[config.mk]
export PLATFORM = sky130hd
export DESIGN_NAME = kronos_mtimer
export DESIGN_NICKNAME = d
export VERILOG_FILES = /design/src/rtl/kronos_mtimer.sv
export SDC_FILE = /design/constraint.sdc
export NUM_CORES = 1
export LEC_CHECK = 0
export CAP_MARGIN = 20
export CORE_UTILIZATION = 64
export DETAILED_ROUTE_END_ITERATION = 10
export DONT_BUFFER_PORTS = 1
export HOLD_SLACK_MARGIN = 0.08
export MAX_ROUTING_LAYER = met4
export PLACE_DENSITY = 0.8
export SYNTH_ARGS = -nofsm -noshare
export SYNTH_HDL_FRONTEND = slang
export SYNTH_SLANG_ARGS = --single-unit
[constraint.sdc]
create_clock -name clk -period 2.7 [get_ports clk]
set_input_delay 0.54 -clock clk [delete_from_list [all_inputs] [get_ports clk]]
set_output_delay 0.54 -clock clk [all_outputs]
set_load 0.03 [all_outputs]
[src/rtl/kronos_mtimer.sv]
// kronos_mtimer: machine timer (mtime/mtimecmp/msip) with a single-cycle-ack
// Wishbone-style slave port. Produces the level timer and software interrupts
// consumed by kronos_csr; masking is left to the CSR block.
module kronos_mtimer #(
    parameter int unsigned PRESCALE       = 1,
    parameter logic [63:0] MTIMECMP_RESET = 64'hFFFF_FFFF_FFFF_FFFF
) (
    input  logic        clk,
    input  logic        rstz,
    input  logic [31:0] addr,
    input  logic [31:0] wr_data,
    output logic [31:0] rd_data,
    input  logic        we,
    input  logic        cyc,
    input  logic        stb,
    output logic        ack,
    output logic        timer_interrupt,
    output logic        software_interrupt
);

    localparam logic [0:0]  IDLE     = 1'b0;
    localparam logic [0:0]  ACK      = 1'b1;
    localparam logic [15:0] PRE_LAST = 16'(PRESCALE - 1);

    localparam logic [2:0] W_MTIME_LO = 3'd0;
    localparam logic [2:0] W_MTIME_HI = 3'd1;
    localparam logic [2:0] W_CMP_LO   = 3'd2;
    localparam logic [2:0] W_CMP_HI   = 3'd3;
    localparam logic [2:0] W_MSIP     = 3'd4;

    logic [0:0]  state;
    logic [15:0] pre_cnt;
    logic        tick;
    logic [63:0] mtime;
    logic [63:0] mtimecmp;
    logic        msip;
    logic        req;
    logic        wr;
    logic [2:0]  word;
    logic [31:0] rd_mux;
    logic        unused_addr_bits;

    // A request is only sampled from IDLE; a stb still held during ACK is ignored.
    assign req  = cyc & stb & (state == IDLE);
    assign wr   = req & we;
    assign word = addr[4:2];
    assign tick = (pre_cnt == PRE_LAST);

    assign ack                = (state == ACK);
    assign software_interrupt = msip;
    assign unused_addr_bits   = ^{addr[31:5], addr[1:0]};

    // Bus handshake: one ACK cycle per sampled request.
    always_ff @(posedge clk) begin
        if (!rstz) begin
            state <= IDLE;
        end else begin
            case (state)
                IDLE:    if (cyc & stb) state <= ACK;
                default: state <= IDLE;
            endcase
        end
    end

    // Prescaler: counts 0..PRESCALE-1, tick on the last count.
    always_ff @(posedge clk) begin
        if (!rstz) begin
            pre_cnt <= '0;
        end else if (tick) begin
            pre_cnt <= '0;
        end else begin
            pre_cnt <= pre_cnt + 16'd1;
        end
    end

    // mtime: half-word loads win over the tick increment of the same cycle.
    always_ff @(posedge clk) begin
        if (!rstz) begin
            mtime <= '0;
        end else if (wr && (word == W_MTIME_LO)) begin
            mtime[31:0] <= wr_data;
        end else if (wr && (word == W_MTIME_HI)) begin
            mtime[63:32] <= wr_data;
        end else if (tick) begin
            mtime <= mtime + 64'd1;
        end
    end

    // mtimecmp: independent half-word loads.
    always_ff @(posedge clk) begin
        if (!rstz) begin
            mtimecmp <= MTIMECMP_RESET;
        end else if (wr && (word == W_CMP_LO)) begin
            mtimecmp[31:0] <= wr_data;
        end else if (wr && (word == W_CMP_HI)) begin
            mtimecmp[63:32] <= wr_data;
        end
    end

    // msip: single software-interrupt pending bit.
    always_ff @(posedge clk) begin
        if (!rstz) begin
            msip <= 1'b0;
        end else if (wr && (word == W_MSIP)) begin
            msip <= wr_data[0];
        end
    end

    // Read mux over pre-edge register values; unmapped words read zero.
    always_comb begin
        rd_mux = '0;
        case (word)
            W_MTIME_LO: rd_mux = mtime[31:0];
            W_MTIME_HI: rd_mux = mtime[63:32];
            W_CMP_LO:   rd_mux = mtimecmp[31:0];
            W_CMP_HI:   rd_mux = mtimecmp[63:32];
            W_MSIP:     rd_mux = {31'd0, msip};
            default:    rd_mux = '0;
        endcase
    end

    // Read data captured on the edge that enters ACK.
    always_ff @(posedge clk) begin
        if (!rstz) begin
            rd_data <= '0;
        end else if (req) begin
            rd_data <= rd_mux;
        end
    end

    // Registered compare: one cycle behind any mtime/mtimecmp change.
    always_ff @(posedge clk) begin
        if (!rstz) begin
            timer_interrupt <= 1'b0;
        end else begin
            timer_interrupt <= (mtime >= mtimecmp);
        end
    end

endmodule
==> results summary <==
The post-detailed-placement half-perimeter wirelength came out at 20,450 microns. The average instance in the mapped netlist occupies 7.966 sq um. At the pin with the least slew margin, the transition time is 0.6093 ns. The type of the worst setup path is flip-flop to flip-flop.

The min-delay analysis places its worst path in the category input pin to flip-flop. Relative to the synthesized area, the layout overhead comes to 10.91%. Data arrives at the worst endpoint at between 2 and 3 ns. Clock latency on the worst-skew pair, taken at its later pin, is 0.43 ns. Across the VDD grid, the largest voltage drop is 0.4499 mV. The synthesized design contains 0 enable-type register cells. The via count of the first global-routing pass is 9,129.

The detailed router finished its first iteration with 960 violations. In the routed design, unresolved DRC markers number 0. The total die area came out at 16,100 sq um.

The met2 wire length came out at ~13,000 microns. Once the floorplan was initialized, standard cells occupied approximately two thirds of the core. The share of synthesized area spent on multiplexers came out at less than 1%. The adder-cell area share of the yosys netlist is roughly 8.4%. The clock buffer count from CTS came out at 17. The number of cell rows came out at 45.

The clock tree from TritonCTS is built. The met3 wirelength from detailed routing is approximately 2600 microns. The critical path required time is 3.05 ns. The number of routed nets with antenna violations came out at 0. Synthesis instantiated 58 different standard cells from the library. The flow ran to the end, and the final reports show no timing, DRC or antenna violations. The largest net degree at the start of global routing came out at 108. The design draws 5.465 mW. The most used flip-flop cell after synthesis is sky130_fd_sc_hd__dfxtp_1. In the final routed layout, each cell accounts on average for 20.07 microns. The slowest stage of the critical path belongs to the cell sky130_fd_sc_hd__or4_1. The count of buffers added by post-CTS timing repair for setup is 0. The die is 126.9 microns tall. Summed over all cells, the static leakage comes to around 4.5 nW. The clock tree root driver cell is sky130_fd_sc_hd__clkbuf_16. The fraction of synthesis flops using an asynchronous set or reset pin is 0%. The total global-route track usage is 37.77%. The simple-gate portion of the synthesized area is about a fifth. The count of TritonRoute iterations in the first routing pass came out at 5. The final number of setup-violating endpoints is 0. The detailed router used layers up to and including met4. The clock-pin slew on the worst setup and hold paths came out at 0.06 ns. The maximum number of buffers from clock root to sink came out at 2.

The delay of the slowest cell on the worst path came out at 0.64 ns. Setup repair after global routing left no endpoint under its margin. The last weighted congestion value of the routability-driven placer is 0.9719. The largest driver fanout on the critical path came out at 7.

The count of nets after finishing came out at 1,397. By area, the combinational part of the netlist is dominated by compound AO/OA/AOI/OAI gates. The synthesized cell area is 9981 sq um. The number of H-tree levels came out at 4.

The post-synthesis instance total came out at around 1,300. The number of antenna diodes in the final layout is 0. The die span in x is 126.9 microns. The count of clock tree sinks came out at 179. The largest delay contributor family on the critical path is simple AND/OR/NAND/NOR gates. The yosys synthesis warning count came out at 0.

The pre-CTS worst setup slack is about 0.07 ns. After routing, the total negative slack on setup checks comes to 0 ns. The final worst-path cycle share came out at 95.04%. The detailed-route wire length on metal 1 is 12,180 microns.

The total wirelength of the detailed-routed design came out at about 30,000 microns. The number of vias per cell is 6.735. The number of antenna violations at the first check in global routing came out at 0. Sequential cells were found to cover 35.90% of the synthesized design area.

The clock period could shrink to about 2.6 ns. The final hold violation count came out at 0. The via total after detailed routing came out at ~10,000. The clock tree skew after final layout is 0.007349 ns. The number of pins exceeding their max-slew limit in the final report is 0. The synthesized design contains 179 register bits. The fraction of layout cells with a size suffix above 1 is 9.127%.

The core area came out at about 15,000 sq um. STA classifies the critical path startpoint as a flip-flop. The aggregate global routing overflow came out at 0.

Headroom to the max-slew limit came out at 58.95%. Walking the worst path, the cells encountered are ha_1, inv_1, or4_1, nor4_4, nand2_2, or4b_1, a31oi_1. After synthesis, the cell types taking the most area are sky130_fd_sc_hd__dfxtp_1, sky130_fd_sc_hd__ha_1, sky130_fd_sc_hd__a21oi_1. The net count after synthesis came out at roughly 1,400.

Counting both buffers and inverters, the worst setup path holds a total of 1. In this run the biggest area consumer among cell types represents 35.90% of the synthesized area. The first global-routing pass estimated 46,690 microns of wire. Buffers placed on the I/O ports in this run total 0. The setup slack of the critical path after layout is 0.1340 ns.

Summing the areas of all compound-gate instances in the mapped netlist gives 24.97% of the synthesized area. The xor and xnor fraction of the mapped netlist area came out at around 4.2%. The power density over the cells is 493.7 nW/um^2. The number of maximum-capacitance constraint violations came out at 0. Summed over all instances, the cell type with the most area after synthesis is sky130_fd_sc_hd__dfxtp_1. The worst setup path is captured at a flip-flop.

The maximum clock rate is approximately 400 MHz. The top-level I/O count came out at 104.
-- power by group --
part	leakage [nW]	internal, mW	switching (mW)	total, mW
Clock	0.279	1.42	1.01	2.43
Sequential	1.45	2.68	0.0593	2.74
Combinational	2.82	0.116	0.181	0.297
Total	4.55	4.21	1.25	5.47
-- kinds of logic (layout without fill, tap and decap cells) --
| kind of cell | Yosys count | in the layout |
|---|---|---|
| buf+inv | 154 | 172 |
| compound gates | 395 | 395 |
| xor+xnor | 48 | 48 |
| simple gates | 405 | 405 |
| mux | 5 | 5 |
| flops | 179 | 179 |
| fa+ha+maj | 67 | 67 |
-- cells in the mapped netlist, drive strengths merged, types with 2 or more instances --
cell,instances
a32oi,2
a211oi,10
nor3b,3
or3,7
or4,9
nor4,19
o211ai,71
o31a,3
a22oi,78
o21ai,55
ha,67
xor2,29
and2,6
a2111oi,2
nand2b,2
xnor2,19
and3,13
nand3,45
o31ai,3
nand4,38
o21a,3
and4,10
dfxtp,179
o221ai,3
nor4bb,2
a221oi,4
nor2b,2
a21oi,136
a31oi,9
clkbuf,73
buf,8
mux2i,4
nor4b,2
and3b,2
nand2,142
nor2,83
nor3,17
inv,73
o22ai,9
-- through the flow --
stage / hold WS, ns / std cells / utilization (%) / instance area (sq um)
3_5_place_dp: 0.4843 / 1430 / 69.05 / 10500
3_3_place_gp: 0.4698 / 1430 / 69.05 / 10500
2_1_floorplan: 0.4494 / 1253 / - / 9981
4_1_cts: 0.1955 / 1459 / 72.72 / 11060
6_report: 0.2066 / 1459 / 72.81 / 11070
5_1_grt: 0.1986 / 1459 / 72.81 / 11070
-- registers in the layout, summed over array words and instances (netlist names) --
signal,flops
timer_interrupt,1
mtime,64
ack,1
software_interrupt,1
pre_cnt,16
rd_data,32
mtimecmp,64
-- layer usage --
metal,up-vias,GRT usage [%]
met4,0,16.67
li1,4604,-
met3,87,7.296
met1,4663,46.79
met5,-,-
met2,473,59.89
-- final cells by class --
cell class | instances | area, sq um
fillers | 1180 | 4133
clock inverters | 6 | 80.08
well taps | 188 | 235.2
flip-flops and latches | 179 | 3585
multi-input cells | 920 | 5854
inverters | 73 | 274.0
repair buffers | 70 | 563.0
clock buffers | 23 | 478.0
-- placed cells by master, fill, tap and decap left out, types with 10 or more instances in the layout --
| cell | count |
|---|---|
| sky130_fd_sc_hd__buf_4 | 67 |
| sky130_fd_sc_hd__a22oi_1 | 78 |
| sky130_fd_sc_hd__nand3_1 | 44 |
| sky130_fd_sc_hd__nor2_1 | 83 |
| sky130_fd_sc_hd__xnor2_1 | 19 |
| sky130_fd_sc_hd__nor3_1 | 16 |
| sky130_fd_sc_hd__a21oi_1 | 136 |
| sky130_fd_sc_hd__o21ai_0 | 54 |
| sky130_fd_sc_hd__inv_1 | 72 |
| sky130_fd_sc_hd__nor4_1 | 16 |
| sky130_fd_sc_hd__o211ai_1 | 71 |
| sky130_fd_sc_hd__nand4_1 | 36 |
| sky130_fd_sc_hd__xor2_1 | 29 |
| sky130_fd_sc_hd__clkbuf_16 | 17 |
| sky130_fd_sc_hd__nand2_1 | 141 |
| sky130_fd_sc_hd__dfxtp_1 | 178 |
| sky130_fd_sc_hd__ha_1 | 67 |
| sky130_fd_sc_hd__and3_1 | 10 |
| sky130_fd_sc_hd__and4_1 | 10 |
| sky130_fd_sc_hd__a211oi_1 | 10 |
-- path summary, 6_finish.rpt --
path | start | cells after the start | endpoint | slack (ns)
setup / recovery | mtime[0] | 7 | mtime[60] | 0.13
hold / removal | rstz | 1 | mtimecmp[62] | 0.21
setup reg to reg | mtime[0] | 7 | mtime[60] | 0.13
hold reg to reg | pre_cnt[0] | 1 | pre_cnt[0] | 0.50
-- what timing repair did --
action | CTS | global route
gates resized for setup | 0 | 4
setup endpoints to repair | 0 | 27
hold buffers | 0 | 0
(Power assumes the default switching activity.)
